===== config.mk =====
export PLATFORM = sky130hd
export DESIGN_NAME = path_test_scheduler
export DESIGN_NICKNAME = d
export VERILOG_FILES = /design/src/rtl/path_test_scheduler.sv
export SDC_FILE = /design/constraint.sdc
export NUM_CORES = 1
export LEC_CHECK = 0
export CORE_MARGIN = 2
export CORE_UTILIZATION = 52
export DETAILED_ROUTE_END_ITERATION = 8
export GPL_TIMING_DRIVEN = 0
export PLACE_DENSITY_LB_ADDON = 0.2
export SKIP_CTS_REPAIR_TIMING = 1
export SYNTH_ARGS = -nofsm -noshare
export SYNTH_HDL_FRONTEND = slang
export SYNTH_SLANG_ARGS = --single-unit

===== constraint.sdc =====
create_clock -name clk -period 6.8 [get_ports clk]
set_clock_uncertainty 0.05 [all_clocks]
set_input_delay 1.7 -clock clk [delete_from_list [all_inputs] [get_ports clk]]
set_output_delay 1.7 -clock clk [all_outputs]
set_load 0.005 [all_outputs]

===== src/rtl/path_test_scheduler.sv =====
// Sweeps every path with a low-to-high then high-to-low transition test and records failures.
// Moore outputs; one sweep is NUM_PATHS*2*(SETTLE_CYCLES+LAUNCH_CYCLES+1) cycles; abort returns to IDLE next edge.
module path_test_scheduler #(
    parameter int NUM_PATHS     = 8,
    parameter int SETTLE_CYCLES = 4,
    parameter int LAUNCH_CYCLES = 2
) (
    input  logic                           clk,
    input  logic                           rst,
    input  logic                           start,
    input  logic                           abort,
    input  logic                           pathResult,
    output logic                           pathInput,
    output logic [$clog2(NUM_PATHS)-1:0]   path_sel,
    output logic                           dir,
    output logic                           ld_reg,
    output logic                           busy,
    output logic                           fin,
    output logic [NUM_PATHS-1:0]           fail_vec,
    output logic [$clog2(NUM_PATHS+1)-1:0] fail_count
);

    localparam int PW   = $clog2(NUM_PATHS);
    localparam int FCW  = $clog2(NUM_PATHS + 1);
    localparam int MAXC = (SETTLE_CYCLES > LAUNCH_CYCLES) ? SETTLE_CYCLES : LAUNCH_CYCLES;
    localparam int CW   = (MAXC > 1) ? $clog2(MAXC) : 1;
    localparam logic [PW-1:0] LAST_PATH = PW'(NUM_PATHS - 1);
    localparam logic [CW-1:0] SETTLE_END = CW'(SETTLE_CYCLES - 1);
    localparam logic [CW-1:0] LAUNCH_END = CW'(LAUNCH_CYCLES - 1);

    typedef enum logic [2:0] {
        S_IDLE,
        S_PRESET,
        S_LAUNCH,
        S_CAPTURE,
        S_DONE
    } state_t;

    state_t                 state_q, state_d;
    logic [CW-1:0]          cnt_q, cnt_d;
    logic [PW-1:0]          path_sel_q, path_sel_d;
    logic                   dir_q, dir_d;
    logic [NUM_PATHS-1:0]   fail_vec_q, fail_vec_d;

    always_ff @(posedge clk) begin
        if (rst) begin
            state_q    <= S_IDLE;
            cnt_q      <= '0;
            path_sel_q <= '0;
            dir_q      <= 1'b0;
            fail_vec_q <= '0;
        end else begin
            state_q    <= state_d;
            cnt_q      <= cnt_d;
            path_sel_q <= path_sel_d;
            dir_q      <= dir_d;
            fail_vec_q <= fail_vec_d;
        end
    end

    always_comb begin
        state_d    = state_q;
        cnt_d      = cnt_q;
        path_sel_d = path_sel_q;
        dir_d      = dir_q;
        fail_vec_d = fail_vec_q;
        case (state_q)
            S_IDLE: begin
                if (start) begin
                    state_d    = S_PRESET;
                    cnt_d      = '0;
                    path_sel_d = '0;
                    dir_d      = 1'b0;
                    fail_vec_d = '0;
                end
            end
            S_PRESET: begin
                if (cnt_q == SETTLE_END) begin
                    state_d = S_LAUNCH;
                    cnt_d   = '0;
                end else begin
                    cnt_d = cnt_q + CW'(1);
                end
            end
            S_LAUNCH: begin
                if (cnt_q == LAUNCH_END) begin
                    state_d = S_CAPTURE;
                    cnt_d   = '0;
                end else begin
                    cnt_d = cnt_q + CW'(1);
                end
            end
            S_CAPTURE: begin
                // The endpoint should now hold the launched level ~dir.
                if (pathResult == dir_q) begin
                    fail_vec_d[path_sel_q] = 1'b1;
                end
                cnt_d = '0;
                if (!dir_q) begin
                    dir_d   = 1'b1;
                    state_d = S_PRESET;
                end else if (path_sel_q != LAST_PATH) begin
                    path_sel_d = path_sel_q + PW'(1);
                    dir_d      = 1'b0;
                    state_d    = S_PRESET;
                end else begin
                    state_d = S_DONE;
                end
            end
            S_DONE: begin
                state_d = S_IDLE;
            end
            default: begin
                state_d = S_IDLE;
            end
        endcase
        // Abort keeps the capture sample taken above but discards any progress.
        if (abort && state_q != S_IDLE) begin
            state_d    = S_IDLE;
            cnt_d      = '0;
            path_sel_d = path_sel_q;
            dir_d      = dir_q;
        end
    end

    always_comb begin
        pathInput = 1'b0;
        ld_reg    = 1'b0;
        busy      = (state_q != S_IDLE);
        fin       = (state_q == S_DONE);
        case (state_q)
            S_PRESET:  pathInput = dir_q;
            S_LAUNCH:  pathInput = ~dir_q;
            S_CAPTURE: begin
                pathInput = ~dir_q;
                ld_reg    = 1'b1;
            end
            default:   pathInput = 1'b0;
        endcase
    end

    always_comb begin
        fail_count = '0;
        for (int i = 0; i < NUM_PATHS; i++) begin
            fail_count = fail_count + FCW'(fail_vec_q[i]);
        end
    end

    assign path_sel = path_sel_q;
    assign dir      = dir_q;
    assign fail_vec = fail_vec_q;

endmodule


=== Word-level counts from Yosys, hierarchy flattened ===
Index checks and enable logic that the tools add are counted.

* Add/subtract/negate cells: 9
* Order comparisons: 2
* Equal/unequal tests: 14
* Muxes and demuxes: 25
* Bitwise operators: 3
* Reductions and logical operators: 13

{| class="wikitable"
|+ Operators by type and width
! cell !! number
|-
| $mux 3 || 8
|-
| $add 4x1->4 || 4
|-
| $mux 8 || 2
|-
| $pmux 8 s2 || 1
|-
| $ne 2x2->1 const B || 6
|-
| $pmux 3 s4 || 1
|-
| $reduce_and 3->1 || 3
|-
| $or 8x8->8 || 1
|-
| $pmux 2 s4 || 1
|-
| $eq 3x2->1 const B || 2
|-
| $mux 2 || 3
|-
| $pmux 3 s2 || 1
|-
| $mux 1 || 5
|-
| $reduce_and 5->1 || 1
|-
| $add 3x1->4 || 1
|-
| $lt 3x4->1 const B || 1
|-
| $pmux 1 s2 || 2
|-
| $reduce_bool 4->1 || 1
|-
| $reduce_or 2->1 || 2
|-
| $add 2x1->3 || 1
|-
| $add 3x1->3 const B || 1
|-
| $demux 1 s3 || 1
|-
| $eq 3x1->1 const B || 1
|-
| $eq 3x3->1 const B || 1
|-
| other kinds (13) || 15
|}

* Register bits: 17
* Input port bits: 5
* Output and inout port bits: 20
* Word-level logic and storage cells: 71

=== Depth between registers and ports, before layout ===
Gate-level depths: netlist (run 1).

* Depth in word-level cells: 7
* Depth in mapped cells: 9
* Mapped depth without buffers: 9

=== Least setup slack after synthesis (run 1) ===
Ideal clock, no wire load.

* Path kind: reg2out
* Start: register fail_vec_q[0] (netlist: fail_vec[0])
* End: output port fail_count[2]
* Arrival: 2561 ps
* Setup slack: 2489 ps
* Stages on the path, launching flop included: 10
* Path through: dfxtp_1 fa_1 inv_1 fa_1 fa_1 inv_1 ha_1 inv_1 fa_1 xnor2_1

* Longest elaborated chain between the ends: 7

{| class="wikitable"
|+ RTL lines
! item !! line !! RTL
|-
| start: declaration || 43 || <nowiki>logic [NUM_PATHS-1:0] fail_vec_q, fail_vec_d;</nowiki>
|-
| start signal: assignment || 57 || <nowiki>fail_vec_q <= fail_vec_d;</nowiki>
|-
| $add 1x1->2 || 145 || <nowiki>fail_count = fail_count + FCW'(fail_vec_q[i]);</nowiki>
|-
| $add 2x1->3 || 145 ||
|-
| $add 3x1->4 || 145 ||
|-
| $add 4x1->4 (4 in a row) || 145 ||
|-
| end: declaration || 20 || <nowiki>output logic [$clog2(NUM_PATHS+1)-1:0] fail_count</nowiki>
|}

Every way passes these cells.

=== Final worst setup path (run 1) ===
Same ends and word-level chain as after synthesis.

==> results of run 1 <==
## worst paths after layout
kind / endpoint / slack (ns) / cells after the start
min reg2reg: fail_vec[7]$_SDFFE_PP0P_ / 0.47 / 2
max reg2reg: path_sel[2]$_SDFFE_PP0P_ / 4.86 / 6
min: fail_vec[7]$_SDFFE_PP0P_ / 0.47 / 2
max: fail_count[2] / 1.59 / 10
## report_power, final
part / internal [mW] / leakage, nW / switching [mW]
Clock: 0.0228 / 0.0150 / 0.0314
Sequential: 0.101 / 0.137 / 0.000949
Combinational: 0.00962 / 0.389 / 0.0111
## critical path, delay by kind of cell, from the launching register on
kind	cells	cell delay, ns
adder cells (fa/ha/maj)	5	1.99
XOR/XNOR	1	0.15
buffers and inverters	4	0.70
flip-flops	1	0.35
## logic make-up (layout without fill, tap and decap cells)
group / count (synthesis) / after routing
fa+ha+maj: 12 / 12
mux: 3 / 3
compound gates: 24 / 24
simple gates: 42 / 42
flops: 17 / 17
xor+xnor: 2 / 2
buf+inv: 20 / 48
## routing by layer
layer  vias up  global-route usage [%]  routed length, um
met5         -                       0                  0
met4         0                   2.857                 10
met3         2                   3.086                 66
met2        23                   38.13               1132
met1       438                   25.05                968
li1        462                       -                  -
## through the flow
step,utilization [%],area (um2),cells
final,69.79,1341,175
after global placement,68.42,1315,171
after global routing,69.79,1341,175
after detailed placement,68.42,1315,171
after floorplan,-,1041,120
after CTS,69.79,1341,175
## layout by cell type (no fill, tap or decap)
cell type,Yosys,layout
mux2i_1,3,3
o31ai_1,1,1
ha_1,8,8
nor4_1,1,1
clkdlybuf4s50_1,0,24
nor2_1,16,16
nand2_1,2,2
nor4b_1,1,1
nor3b_1,2,2
a2111oi_4,1,1
dfxtp_1,17,17
xor2_1,1,1
nand2b_1,1,1
or3_1,2,2
o21bai_1,1,1
a21oi_1,12,12
o221ai_1,1,1
clkbuf_1,0,1
clkbuf_4,0,3
o21a_1,1,1
xnor2_1,1,1
and3b_1,1,1
fa_1,4,4
nor2b_1,6,6
nand2_2,2,2
inv_1,17,17
buf_2,3,3
o21ai_0,4,4
nor4_2,1,1
a22oi_1,3,3
nand3_1,2,2
nor4b_2,1,1
nor3_1,4,4
## area by class of cell
| cell class | instances | area [um2] | area share (%) |
|---|---|---|---|
| clock buffer | 4 | 26.28 | 1.959 |
| inverter | 17 | 63.81 | 4.757 |
| tap | 27 | 33.78 | 2.519 |
| sequential | 17 | 340.3 | 25.37 |
| timing repair buffer | 24 | 240.2 | 17.91 |
| buffer | 3 | 15.01 | 1.119 |
| multi-input combinational | 83 | 621.8 | 46.36 |
## flip-flops by register name (all words and copies together) (netlist names)
signal	flops
fail_vec	8
path_sel	3
state_q	3
cnt_q	2
dir	1
==> metrics, run 1 <==
final hold slack 0.4723 ns; Tightest Pin Transition 0.8981 ns; cts bufs inserted 3; Startpoint Class flip-flop; largest family of logic cells by synthesized area simple AND/OR/NAND/NOR gates; Die Ht 48.74 um; Synth Area in Compound Gates 15.50%; Gate Count Post-Synth 120; critical path endpoint category output port; 1st-iter DRT viols 14; ANT nets after route 0; drt first pass iters 7; maxcap violations 0; top post-synthesis cells by area dfxtp_1 (33%), ha_1 (9.6%), fa_1 (7.7%), inv_1 (6.1%), a21oi_1 (5.8%); routed vias 925; RSZ-0062 raised after global routing no; area share of fa/ha/maj cells after synthesis 17.31%; Mean Syn Cell Area about 8.7 um2; Post-Synth XOR/XNOR Area 1.683%; Worst IR Drop VDD 0.09118 mV; DR vias/cell 5.286; Post-synth top cells dfxtp_1 (17), inv_1 (17), nor2_1 (16); mux share of post-synthesis cell area 2.885%; period utilisation layout 76.57%; Final Hold Fails 0; Root Buffer clkbuf_4; post-DP HPWL 1753 um; Clk Latency, worst-skew pair 0.28 ns; Hold Crit Class reg2reg; Max Slew Vio Count 0; CP cell instances fa_1, inv_1, fa_1, fa_1, inv_1, ha_1, inv_1, fa_1, xnor2_1, clkdlybuf4s50_1; # port buffers 24; sequential share of the synthesized area 32.69%; max_slew headroom 39.62%; io pins 25; post-synth net total 137; post-synthesis simple-gate area fraction roughly 22%; Slowest-stage cell, CP fa_1; status complete, no violations; cell taking the most area after synthesis dfxtp_1; crit path from fail_vec[0]$_SDFFE_PP0P_; Top FF cell, synth dfxtp_1; Syn-to-layout area delta 28.85%; GPL Wtd Cong roughly 0.77; Core Rows 16; Yosys cell types 30; CP peak stage delay 0.54 ns; starting density of the core 54.17%; Worst Path Required 5.05 ns; fin nets 166; Synth Register Bits 17; CTS tree done; share of post-route cells with drive strength above 1 roughly 7.4%; Pleak 0.5409 nW; vias in the first global route 900; CTS H-tree depth 1; Final Power 0.1766 mW; gr ovfl total 0; post-synth top area share 32.69%; Reg clk slew, reported paths 0.10 ns; total track usage between 20% and 30%; crit path DAT 3.46 ns; number of enable flip-flop cells after synthesis 0; yosys warns 0; wire per inst between 10 and 15 um; Setup Viol. Count Final 0; Setup TNS 0 ns; crit-path most repeated cell fa_1; setup ws final around 1.6 ns; f_max 0.1921 GHz; CP Max Fanout 3; Antenna diodes 0; Clock Sinks 17; total die area 2376 um2; Post-Syn Area about 1000 um2; die width approximately 49 um; maximum number of pins on one net before global-route repair 11; Worst Hold Launch fail_vec[7]$_SDFFE_PP0P_; Layout fillers 169; Power Density 131.7 nW/um2; final wirelength ~2200 um; reg2reg start path_sel[0]$_SDFFE_PP0P_; Clock Tree Buf Depth 2; Synth async-reset ratio 0%; initial antenna violation count 0; Final Critical Period around 5.2 ns; critical path class reg2out; Setup WS pre-CTS 1.909 ns; first-pass GRT wire length just under 4000 um; DRC viols 0; core area 1922 um2
(Power assumes the default switching activity.)
==> run 2: changes to the inputs <==
--- a/config.mk
+++ b/config.mk
@@ -6,7 +6,7 @@
 export NUM_CORES = 1
 export LEC_CHECK = 0
 export CORE_MARGIN = 2
-export CORE_UTILIZATION = 52
+export CORE_UTILIZATION = 48
 export DETAILED_ROUTE_END_ITERATION = 8
 export GPL_TIMING_DRIVEN = 0
 export PLACE_DENSITY_LB_ADDON = 0.2
==> constraint.sdc (replaced) <==
create_clock -name clk -period 5.4 [get_ports clk]
set_clock_uncertainty 0.05 [all_clocks]
set_input_delay 1.35 -clock clk [delete_from_list [all_inputs] [get_ports clk]]
set_output_delay 1.35 -clock clk [all_outputs]
set_load 0.005 [all_outputs]
==> run 2 against run 1 <==
  * Final cell count is the same
  * Die area grew 7.6%
  * Sequential power up 25%
  * Combinational power is 27% higher
  * Critical path depth unchanged
  * Critical path type unchanged
  * Critical endpoint unchanged
  * Largest cell class unchanged
==> metrics, run 2 (same netlist as run 1, synthesis figures left out) <==
status complete, no violations; Slowest-stage cell, CP fa_1; Final Critical Period 4.848 ns; Critical path buffers and inverters 4 (unchanged); post-DP HPWL 1723 um (-1.7%); commonest cells after routing, fill and taps aside clkdlybuf4s50_1 (24), inv_1 (17), dfxtp_1 (17); Power Density 165.4 nW/um2 (+26%); crit path DAT 3.45 ns (about the same); die width 50.57 um (+3.8%); max_slew headroom 33.68% (-5.9 points); register area 340.3 um2 (unchanged); crit-path most repeated cell fa_1; gr ovfl total 0 (unchanged); Max Slew Vio Count 0 (unchanged); Clock Tree Buf Depth 2 (unchanged); Clk Latency, worst-skew pair 0.28 ns (about the same); placed cells 171 (unchanged); DP Area 1315 um2 (unchanged); RR Endpoint path_sel[0]$_SDFFE_PP0P_; Layout fillers 180 (+6.5%); CTS H-tree depth 1 (unchanged); maxcap violations 0 (unchanged); Syn-to-layout area delta 28.85% (unchanged); first-pass GRT wire length 3774 um (-2.7%); initial antenna violation count 0 (unchanged); Die Ht 50.57 um (+3.8%); final hold slack 0.4654 ns (-0.006937 ns); Setup TNS 0 ns (unchanged); 1st-iter DRT viols 8 (-6); total die area 2557 um2 (+7.6%); DRC viols 0 (unchanged); commonest non-fill, non-tap cell in the layout clkdlybuf4s50_1; Worst Path Required 4.00 ns (-1.05 ns); final std cells w/o fill 175 (unchanged); GPL Wtd Cong 0.8119 (+5.1%); period utilisation layout 89.78%; CP peak stage delay 0.53 ns (about the same); Clock Sinks 17 (unchanged); Antenna diodes 0 (unchanged); Reg clk slew, reported paths 0.10 ns (about the same); fin nets 166 (unchanged); max FFs per register 8 (unchanged); CTS tree done; share of post-route cells with drive strength above 1 7.432% (unchanged); final wirelength 2218 um (+1.8%); Final Hold Fails 0 (unchanged); reg-to-reg slack, setup 3.53 ns (-1.33 ns); R2R cell count 6 (unchanged); Final Power 0.2219 mW (+26%); post-route cell area 1341 um2 (unchanged); Setup WS pre-CTS 0.8694 ns (-1.039 ns); routed vias 924 (-0.11%); wire per inst 12.67 um (+1.8%); reg2reg start path_sel[0]$_SDFFE_PP0P_; setup ws final 0.5520 ns (-1.041 ns); # port buffers 24 (unchanged); Core Rows 16 (unchanged); Layout Utilization 67.00% (-2.8 points); vias in the first global route 871 (-3.2%); RSZ-0062 raised after global routing no; DR vias/cell 5.280 (-0.11%); CP Max Fanout 3 (unchanged); WP depth 10 (unchanged); total track usage 19.36% (-1.0 points); CP cell instances fa_1, inv_1, fa_1, fa_1, inv_1, ha_1, inv_1, fa_1, xnor2_1, clkdlybuf4s50_1; cts bufs inserted 3 (unchanged); Setup Viol. Count Final 0 (unchanged); critical path endpoint category output port; starting density of the core 52.00% (-2.2 points); Pleak 0.5409 nW (unchanged); Startpoint Class flip-flop; maximum number of pins on one net before global-route repair 11 (unchanged); Critical Path End fail_count[2]; ANT nets after route 0 (unchanged); Worst IR Drop VDD 0.1066 mV (+17%); core area 2002 um2 (+4.2%); critical path class reg2out; Tightest Pin Transition 0.9864 ns (+0.08828 ns); CP delay by family, top adder cells; f_max between 0.2 and 0.25 GHz; crit path from fail_vec[0]$_SDFFE_PP0P_; Root Buffer clkbuf_4; Hold Crit Class reg2reg; io pins 25 (unchanged); drt first pass iters 4 (-3); multi-input logic area 621.8 um2 (unchanged)
## run 2: cell counts in the layout (fill, tap and decap cells not counted)
Identical to the previous run, type by type.
## run 2: routing by layer
layer  vias up  global-route usage (%)  routed length (um)
met3         6                   3.571                  99
met1       428                   23.74                 987
li1        459                       -                   -
met2        31                   31.80                1101
met5         -                       0                   0
met4         0                   10.81                  31
## run 2: worst reg2reg max path, stage by stage, from the launching register on
cell and delay, ns:
dfxtp_1 0.40, ha_1 0.23, ha_1 0.20, nor2b_1 0.19, nor4b_1 0.48, mux2i_1 0.15, nor2_1 0.11
## run 2: final cells by class
cell class,instances,share of cell area (%)
buffer,3,1.119
clock buffer,4,1.959
inverter,17,4.757
multi-input combinational,83,46.36
sequential,17,25.37
tap,27,2.519
timing repair buffer,24,17.91
## run 2: how the worst min path moves through the flow
stage                                   from                  endpoint  depth (start not counted)
finish              fail_vec[7]$_SDFFE_PP0P_  fail_vec[7]$_SDFFE_PP0P_                          2
global route        fail_vec[4]$_SDFFE_PP0P_  fail_vec[4]$_SDFFE_PP0P_                          2
CTS                 fail_vec[4]$_SDFFE_PP0P_  fail_vec[4]$_SDFFE_PP0P_                          2
detailed placement  fail_vec[4]$_SDFFE_PP0P_  fail_vec[4]$_SDFFE_PP0P_                          2
global placement    fail_vec[6]$_SDFFE_PP0P_  fail_vec[6]$_SDFFE_PP0P_                          2
floorplan           fail_vec[4]$_SDFFE_PP0P_  fail_vec[4]$_SDFFE_PP0P_                          2
## run 2: where the power goes
part           internal [mW]  total [mW]  switching (mW)
registers              0.127       0.128         0.00132
clock network         0.0286      0.0674          0.0388
logic                 0.0121      0.0264          0.0143
==> run 3: changes to the inputs <==
--- a/config.mk
+++ b/config.mk
@@ -9,7 +9,9 @@
 export CORE_UTILIZATION = 48
 export DETAILED_ROUTE_END_ITERATION = 8
 export GPL_TIMING_DRIVEN = 0
-export PLACE_DENSITY_LB_ADDON = 0.2
+export HOLD_SLACK_MARGIN = 0.1
+export MAX_ROUTING_LAYER = met4
+export PLACE_DENSITY = 0.78
 export SKIP_CTS_REPAIR_TIMING = 1
 export SYNTH_ARGS = -nofsm -noshare
 export SYNTH_HDL_FRONTEND = slang
==> run 3 against run 2 <==
  * Design area about the same
  * First-iteration DRC count rose by 75%
  * Sequential power is essentially flat
  * Register-to-register slack about the same
  * Worst setup slack worse by 0.089 ns
  * Power is 0.17% higher
  * Clock-buffer cell count decreased by 1
  * Largest cell class unchanged
  * Combinational power barely moved
==> metrics, run 3 (same netlist as run 1, synthesis figures left out) <==
first-pass GRT wire length 3808 um (+0.90%); Antenna diodes 0 (unchanged); period utilisation layout 91.43% (+1.6 points); R2R cell count 6 (unchanged); Final Critical Period 4.937 ns (+0.08904 ns); f_max 0.2026 GHz (-1.8%); Final Hold Fails 0 (unchanged); Clock Tree Buf Depth 2 (unchanged); max FFs per register 8 (unchanged); CP delay by family, top adder cells; Tightest Pin Transition 0.9999 ns (+0.01351 ns); Max Slew Vio Count 0 (unchanged); vias in the first global route 861 (-1.1%); ANT nets after route 0 (unchanged); maxcap violations 0 (unchanged); Reg clk slew, reported paths 0.10 ns (about the same); RR Endpoint path_sel[0]$_SDFFE_PP0P_; Worst IR Drop VDD 0.1166 mV (+9.4%); status complete, no violations; post-DP HPWL 1713 um (-0.63%); commonest cells after routing, fill and taps aside clkdlybuf4s50_1 (24), inv_1 (17), dfxtp_1 (17); final wirelength 2197 um (-0.95%); Pleak 0.5437 nW (+0.50%); Layout fillers 180 (unchanged); Final Power 0.2223 mW (+0.17%); starting density of the core 52.00% (unchanged); total die area 2557 um2 (unchanged); hold path endpoint fail_vec[7]$_SDFFE_PP0P_; Worst Hold Launch fail_vec[7]$_SDFFE_PP0P_; drt first pass iters 4 (unchanged); fin nets 166 (unchanged); Core Rows 16 (unchanged); CP Max Fanout 3 (unchanged); 1st-iter DRT viols 14 (+6); cts bufs inserted 3 (unchanged); Die Ht 50.57 um (unchanged); io pins 25 (unchanged); Clk Latency, worst-skew pair 0.29 ns (about the same); initial antenna violation count 0 (unchanged); setup ws final 0.4630 ns (-0.08904 ns); DR vias/cell 5.166 (-2.2%); critical path class reg2out; Clock Sinks 17 (unchanged); max_slew headroom 32.77% (-0.91 points); reg-to-reg slack, setup 3.53 ns (about the same); Critical path buffers and inverters 4 (unchanged); Root Buffer clkbuf_4; Startpoint Class flip-flop; Hold Crit Class reg2reg; reg2reg start path_sel[0]$_SDFFE_PP0P_; crit-path most repeated cell fa_1; Power Density 165.6 nW/um2 (about the same); Syn-to-layout area delta 28.97% (about the same); gr ovfl total 0 (unchanged); Slowest-stage cell, CP fa_1; CP cell instances fa_1, inv_1, fa_1, fa_1, inv_1, ha_1, inv_1, fa_1, xnor2_1, clkdlybuf4s50_1; Setup Viol. Count Final 0 (unchanged); Setup TNS 0 ns (unchanged); CTS H-tree depth 1 (unchanged); total track usage 20.14% (+0.78 points); CP peak stage delay 0.54 ns (about the same); DRC viols 0 (unchanged); die width 50.57 um (unchanged); CTS tree done; Setup WS pre-CTS 0.7485 ns (-0.1208 ns); share of post-route cells with drive strength above 1 8.108% (+0.68 points); crit path DAT 3.54 ns (+0.09 ns); RSZ-0062 raised after global routing no; # port buffers 24 (unchanged); core area 2002 um2 (unchanged); critical path endpoint category output port; Worst Path Required 4.00 ns (about the same); maximum number of pins on one net before global-route repair 11 (unchanged); wire per inst 12.55 um (-0.95%); GPL Wtd Cong 0.7806 (-3.9%); routed vias 904 (-2.2%); commonest non-fill, non-tap cell in the layout clkdlybuf4s50_1; hold path depth 2 (unchanged)
run 3: changes by cell type in the layout (fill, tap and decap cells not counted), sizes merged:
cell	delta
clkbuf	-1
clkinv	+1
run 3: area by class of cell:
cell class / count / area (um2) / area share [%]
multi-input combinational: 83 / 621.8 / 46.32
sequential: 17 / 340.3 / 25.35
timing repair buffer: 24 / 240.2 / 17.89
inverter: 17 / 63.81 / 4.753
tap: 27 / 33.78 / 2.516
clock buffer: 3 / 22.52 / 1.678
buffer: 3 / 15.01 / 1.118
clock inverter: 1 / 5.005 / 0.3728
run 3: per-stage QoR:
step,std cells,cell area (um2),util (%),hold slack [ns]
5_1_grt,175,1343,67.06,0.5054
3_5_place_dp,171,1315,65.69,0.4482
4_1_cts,175,1343,67.06,0.4721
6_report,175,1343,67.06,0.4648
3_3_place_gp,171,1315,65.69,0.4289
2_1_floorplan,120,1041,-,0.4320
run 3: worst reg2reg max path: cells and delay by family (launching register included):
kind	cells	cell delay (ns)
fa+ha+maj	2	0.44
flops	1	0.41
mux	1	0.14
simple gates	3	0.78
run 3: how the worst max path moves through the flow:
stage | end | from | slack, ns | depth (start not counted)
after floorplan | fail_count[2] | fail_vec[0]$_SDFFE_PP0P_ | 1.44 | 9
after global placement | fail_count[2] | fail_vec[0]$_SDFFE_PP0P_ | 0.90 | 10
after detailed placement | fail_count[2] | fail_vec[0]$_SDFFE_PP0P_ | 0.75 | 10
after CTS | fail_count[2] | fail_vec[0]$_SDFFE_PP0P_ | 0.43 | 10
after global routing | fail_count[2] | fail_vec[0]$_SDFFE_PP0P_ | 0.33 | 10
final | fail_count[2] | fail_vec[0]$_SDFFE_PP0P_ | 0.46 | 10
run 3: routing by layer:
| metal | GRT usage, % | vias to the layer above | wire length, um |
|---|---|---|---|
| li1 | - | 459 | - |
| met1 | 24.63 | 424 | 997 |
| met2 | 34.21 | 19 | 1126 |
| met3 | 2.679 | 2 | 56 |
| met4 | 6.757 | 0 | 18 |
| met5 | - | - | 0 |
run 3: where the power goes:
| group | switching (mW) | leakage [nW] | internal [mW] |
|---|---|---|---|
| Clock | 0.0406 | 0.0177 | 0.0275 |
| Sequential | 0.00115 | 0.137 | 0.127 |
| Combinational | 0.0141 | 0.389 | 0.0121 |
| Total | 0.0559 | 0.544 | 0.166 |
